[config.mk]
export PLATFORM = sky130hd
export DESIGN_NAME = minesweeper_ctrl
export DESIGN_NICKNAME = d
export VERILOG_FILES = /design/src/rtl/minesweeper_pkg.sv /design/src/rtl/ms_cursor.sv /design/src/rtl/minesweeper_ctrl.sv
export SDC_FILE = /design/constraint.sdc
export NUM_CORES = 1
export LEC_CHECK = 0
export CAP_MARGIN = 20
export CORE_ASPECT_RATIO = 1.75
export CORE_MARGIN = 4
export CORE_UTILIZATION = 40
export DETAILED_ROUTE_END_ITERATION = 16
export GPL_ROUTABILITY_DRIVEN = 1
export PLACE_DENSITY = 0.68
export REMOVE_ABC_BUFFERS = 1
export SLEW_MARGIN = 40
export SYNTH_ARGS = -nofsm -noshare
export SYNTH_HDL_FRONTEND = slang
export SYNTH_SLANG_ARGS = --single-unit
[constraint.sdc]
create_clock -name clk -period 14.4 [get_ports clk]
set_input_delay 2.16 -clock clk [delete_from_list [all_inputs] [get_ports clk]]
set_output_delay 2.16 -clock clk [all_outputs]
set_load 0.005 [all_outputs]
[src/rtl/minesweeper_pkg.sv]
// minesweeper_pkg: shared state encoding and cell indexing for the minesweeper controller
package minesweeper_pkg;
  typedef enum logic [2:0] {
    IDLE  = 3'd0,
    LOAD  = 3'd1,
    PLAY  = 3'd2,
    CHECK = 3'd3,
    LOSE  = 3'd4,
    WIN   = 3'd5
  } ms_state_e;
  function automatic int cell_idx(input int r, input int c, input int cols);
    return r * cols + c;
  endfunction
endpackage

[src/rtl/ms_cursor.sv]
// ms_cursor: board cursor with wrap-around moves, priority up > down > left > right
module ms_cursor #(
  parameter int ROWS = 8,
  parameter int COLS = 8,
  localparam int RW = $clog2(ROWS),
  localparam int CW = $clog2(COLS)
) (
  input  logic          clk,
  input  logic          rst,
  input  logic          clear,
  input  logic          up,
  input  logic          down,
  input  logic          left,
  input  logic          right,
  input  logic          enable,
  output logic [RW-1:0] row_o,
  output logic [CW-1:0] col_o
);
  logic [RW-1:0] row_q, row_d;
  logic [CW-1:0] col_q, col_d;
  always_comb begin
    row_d = row_q;
    col_d = col_q;
    if (clear) begin
      row_d = '0;
      col_d = '0;
    end else if (enable) begin
      if (up) row_d = (row_q == '0) ? RW'(ROWS - 1) : row_q - 1'b1;
      else if (down) row_d = (row_q == RW'(ROWS - 1)) ? '0 : row_q + 1'b1;
      else if (left) col_d = (col_q == '0) ? CW'(COLS - 1) : col_q - 1'b1;
      else if (right) col_d = (col_q == CW'(COLS - 1)) ? '0 : col_q + 1'b1;
    end
  end
  always_ff @(posedge clk or posedge rst) begin
    if (rst) begin
      row_q <= '0;
      col_q <= '0;
    end else begin
      row_q <= row_d;
      col_q <= col_d;
    end
  end
  assign row_o = row_q;
  assign col_o = col_q;
endmodule

[src/rtl/minesweeper_ctrl.sv]
// minesweeper_ctrl: game FSM, revealed/flagged bitmaps, flag budget and safe-reveal counter
module minesweeper_ctrl
  import minesweeper_pkg::*;
#(
  parameter int ROWS  = 8,
  parameter int COLS  = 8,
  parameter int MINES = 10,
  localparam int N  = ROWS * COLS,
  localparam int RW = $clog2(ROWS),
  localparam int CW = $clog2(COLS),
  localparam int FW = $clog2(MINES + 1)
) (
  input  logic          clk,
  input  logic          rst,
  input  logic          start,
  input  logic [N-1:0]  mine_map,
  input  logic          up,
  input  logic          down,
  input  logic          left,
  input  logic          right,
  input  logic          reveal,
  input  logic          flag,
  output logic [RW-1:0] cur_row,
  output logic [CW-1:0] cur_col,
  output logic [N-1:0]  revealed,
  output logic [N-1:0]  flagged,
  output logic [FW-1:0] flags_left,
  output logic [2:0]    state_o,
  output logic          playing,
  output logic          game_over,
  output logic          win
);
  localparam int IW = $clog2(N);
  localparam int NW = $clog2(N + 1);
  ms_state_e     state_q, state_d;
  logic [N-1:0]  map_q, map_d, rev_q, rev_d, flg_q, flg_d;
  logic [FW-1:0] fl_q, fl_d;
  logic [NW-1:0] cnt_q, cnt_d;
  logic [IW-1:0] idx;
  logic          hit, tog, go;
  assign idx = IW'(cell_idx(int'(cur_row), int'(cur_col), COLS));
  assign go  = start && (state_q == IDLE || state_q == LOSE || state_q == WIN);
  assign hit = state_q == PLAY && reveal && !rev_q[idx] && !flg_q[idx];
  assign tog = state_q == PLAY && !reveal && flag && !rev_q[idx] && (flg_q[idx] || fl_q != '0);
  ms_cursor #(.ROWS(ROWS), .COLS(COLS)) u_cursor (
    .clk    (clk),
    .rst    (rst),
    .clear  (state_q == LOAD),
    .up     (up),
    .down   (down),
    .left   (left),
    .right  (right),
    .enable (state_q == PLAY && !reveal && !flag),
    .row_o  (cur_row),
    .col_o  (cur_col)
  );
  always_ff @(posedge clk or posedge rst) begin
    if (rst) state_q <= IDLE;
    else state_q <= state_d;
  end
  always_comb begin
    state_d = state_q;
    case (state_q)
      IDLE, LOSE, WIN: state_d = go ? LOAD : state_q;
      LOAD:            state_d = PLAY;
      PLAY:            state_d = hit ? (map_q[idx] ? LOSE : CHECK) : PLAY;
      CHECK:           state_d = (cnt_q == NW'(N - MINES)) ? WIN : PLAY;
      default:         state_d = IDLE;
    endcase
  end
  always_comb begin
    state_o   = state_q;
    playing   = state_q == PLAY;
    game_over = state_q == LOSE;
    win       = state_q == WIN;
  end
  // Mines are exposed on the same edge that takes us into LOSE.
  always_comb begin
    map_d = go ? mine_map : map_q;
    rev_d = rev_q;
    flg_d = flg_q;
    fl_d  = fl_q;
    cnt_d = cnt_q;
    if (state_q == LOAD) begin
      rev_d = '0;
      flg_d = '0;
      fl_d  = FW'(MINES);
      cnt_d = '0;
    end
    if (hit) begin
      rev_d[idx] = 1'b1;
      if (map_q[idx]) rev_d = rev_d | map_q;
      else cnt_d = cnt_q + 1'b1;
    end
    if (tog) begin
      flg_d[idx] = !flg_q[idx];
      fl_d = flg_q[idx] ? fl_q + 1'b1 : fl_q - 1'b1;
    end
  end
  always_ff @(posedge clk or posedge rst) begin
    if (rst) begin
      map_q <= '0;
      rev_q <= '0;
      flg_q <= '0;
      fl_q  <= FW'(MINES);
      cnt_q <= '0;
    end else begin
      map_q <= map_d;
      rev_q <= rev_d;
      flg_q <= flg_d;
      fl_q  <= fl_d;
      cnt_q <= cnt_d;
    end
  end
  assign revealed   = rev_q;
  assign flagged    = flg_q;
  assign flags_left = fl_q;
endmodule

==> results.yml <==
clock_network:
  clkSinkCount: 212
  clockBufferDepth: 3
  worstSkewPairLatency_ns: 0.52
  cts-buffers-inserted: 22
  hold_buffers: 0
  cts_root_buf: "clkbuf_16"
  tritoncts: "done"
  cts-htree-levels: 1
  cts_setup_buffers: 0
  clk_pin_slew_worst_paths_ns: 0.06
  cts_resized: 0
status:
  status: "completed"
grt:
  grt_start_max_net_pins: 79
  grt_pass1_wl_mm: 59.76
  grt_use_total: 0.2459
  use_met1: 0.2929
  grt_pass1_vias: 9877
  antenna_found_initial: 1
  grt_overflow: 0
  grt_use_met2: 0.4306
  grtUsageMet3: 0.02986
  grt.busiest_layer: "met2"
floorplanning:
  fp.dieH_um: 232.9
  die_area_um2: 31780
  start_util: 0.4037
  ios: 217
  num_rows: 82
  core_area_um2: 28630
  dieWidth_um: 136.5
final_layout:
  area_growth_syn_to_layout_pct: 26.84
  layout-drive-gt1-share: 0.1485
  n_fill_cell: 2542
  finish.instance_area_um2: 14660
  nets: 1260
worst_setup_path:
  worst_setup_path_end_kind: "output port"
  r2r_slack_ns: 9.95
  crit_family: "buffers and inverters"
  cp_slowest_stage_delay_ns: 0.72
  crit_chain: "buf_4, clkdlybuf4s50_1"
  worstPathArrival_ns: 2.60
  cp-start-kind: "flop"
  crit_fanout: 52
  path_class: "flop to output port"
  critPathSlowestCell: "dfrtp_4"
  cp.buffers_inverters: 2
  required_ns: 12.24
route:
  drt_iter0_markers: 771
  ant_nets: 0
  routed_wirelength_mm: 39.86
  route.detailed.drc: 0
  num_vias: 9726
  routed_via_density: 6.219
  wire_per_inst_um: 25.49
  firstDrtPassIters: 5
worst_hold_path:
  min_path_type: "flop to flop"
timing:
  maxSlewHeadroom: 0.4666
  worst_clock_skew_ns: 0.008327
  timing.final.crit_share: 0.3307
  hold_viol: 0
  worstMarginPinSlew_ns: 0.8000
  slew_viol_final: 0
  clock.fmax_mhz: 210.0
  finalCriticalPeriod_ns: 4.762
  hold_slack_ns: 0.5006
  rsz0062_at_grt: "false"
  fin_tns_setup_ns: 0
  finalSetupViolCount: 0
synth:
  ys_types: 71
  syn_area_per_cell_um2: 11.32
  synth-main-ff-cell: "dfrtp_1"
  synth_area_um2: 11560
  async_flop_share: 1.000
  yosysSeqAreaShare: 0.4593
  postSynthCellCount: 1021
  synth_edf_count: 0
  synth_warnings: 0
  ys_ff_latch: 212
run:
  drv.max_cap_violation_count: 0
place:
  gp_congestion: 0.8975
  port-buffer-count: 216
  place_area_um2: 13970
  dp_hpwl_mm: 26.90
pwr:
  leakagePower_nw: 6.395
  ir_drop_mv: 0.1271
  p_per_area_nw_per_um2: 204.3
==> power breakdown <==
part / leakage [nW] / internal (mW) / switching (mW) / total, mW
combinational: 3.31 / 0.678 / 0.814 / 1.49
clock: 0.323 / 0.305 / 0.235 / 0.540
sequential: 2.77 / 0.771 / 0.192 / 0.964
total: 6.39 / 1.75 / 1.24 / 2.99
==> worst reg2reg max path, delay by kind of cell (launching register included) <==
family	cells	cell delay [ns]
AOI/OAI and AO/OA	3	0.68
muxes	1	0.37
DFF	1	0.53
buffers and inverters	3	1.75
and+or+nand+nor	2	1.01
==> routing by layer <==
metal / up-vias / wire length (um) / part of all wire
met2: 466 / 20860 / 0.52
met4: 0 / 2190 / 0.055
met5: - / 0 / 0
met1: 4953 / 14390 / 0.36
met3: 113 / 2432 / 0.061
li1: 4194 / - / -
==> layout by cell type (no fill, tap or decap), types with 5 or more instances in the layout <==
master,count
nor2_1,20
clkbuf_1,5
mux2_2,66
mux4_2,24
a22o_1,140
and3b_1,6
clkdlybuf4s50_1,216
a22oi_1,6
a21oi_1,12
o22ai_1,5
a211oi_1,7
and2_1,5
o21ai_0,10
dfrtp_1,207
buf_4,22
and3_1,11
mux2i_1,99
ha_1,12
nand2_1,80
clkbuf_16,23
nor2b_1,6
nand3b_1,7
nand2b_1,8
nand3_1,12
inv_1,12
nand4_1,69
nor4_1,5
==> kinds of logic (layout without fill, tap and decap cells) <==
family / after synthesis / count (layout) / synth area share
compound gates: 217 / 217 / 0.1543
xor+xnor: 3 / 3 / 0.002274
fa+ha+maj: 13 / 13 / 0.01472
buf+inv: 129 / 293 / 0.04861
flops: 212 / 212 / 0.4593
mux: 189 / 189 / 0.1968
other cells: 0 / 1 / 0
simple gates: 258 / 258 / 0.1240
==> through the flow <==
step	power (mW)	instances	util	setup WS (ns)
global placement	2.406	1526	0.4866	9.855
finish	2.995	1564	0.5121	9.638
global route	3.148	1564	0.5121	9.594
detailed placement	2.444	1527	0.4882	9.818
floorplan	1.841	907	-	6.449
CTS	2.988	1562	0.5111	9.687
==> flip-flops by register name (all words and copies together) (netlist names) <==
signal,count
flags_left,4
state_o,3
revealed,64
flagged,64
map_q,64
cnt_q,7
u_cursor.col_o,3
u_cursor.row_o,3
==> synthesized netlist by cell type, types with 5 or more instances <==
cell type / count / area (um2)
dfrtp_1: 210 / 5255
a211oi_1: 7 / 52.55
and2_1: 6 / 37.54
ha_1: 12 / 150.1
a21oi_1: 12 / 60.06
mux2_2: 66 / 743.2
nor2b_1: 6 / 37.54
nand4_1: 69 / 431.7
clkbuf_1: 69 / 259.0
nand3_1: 13 / 65.06
mux2i_1: 99 / 991.0
o22ai_1: 5 / 31.28
nand2b_1: 9 / 56.30
nand3b_1: 7 / 52.55
a22o_1: 140 / 1226
buf_1: 7 / 26.28
and3_1: 12 / 75.07
and3b_1: 6 / 52.55
o21ai_0: 10 / 50.05
inv_1: 13 / 48.80
buf_4: 7 / 52.55
nor4_1: 6 / 37.54
a22oi_1: 6 / 45.04
mux4_2: 24 / 540.5
nor2_1: 21 / 78.83
nand2_1: 81 / 304.0
buf_2: 29 / 145.1
==> worst paths after layout <==
path | from | endpoint | cells after the start
hold / removal | cnt_q[6] | cnt_q[6] | 1
setup reg to reg | u_cursor.col_o[1] | revealed[30] | 9
setup / recovery | u_cursor.col_o[2] | cur_col[2] | 2
max in group asynchronous | rst | flagged[5] | 3
min in group asynchronous | rst | map_q[22] | 2
hold reg to reg | cnt_q[6] | cnt_q[6] | 1
==> area by class of cell <==
| type | count | area [um2] | share of cell area |
|---|---|---|---|
| antenna | 1 | 2.502 | 0.0001707 |
| clock buffer | 31 | 635.6 | 0.04336 |
| clock inverter | 4 | 22.52 | 0.001536 |
| inverter | 15 | 63.81 | 0.004353 |
| multi-input combinational | 680 | 5738 | 0.3915 |
| sequential | 212 | 5314 | 0.3625 |
| tap | 378 | 473.0 | 0.03227 |
| timing repair buffer | 243 | 2409 | 0.1643 |
(Power assumes the default switching activity.)
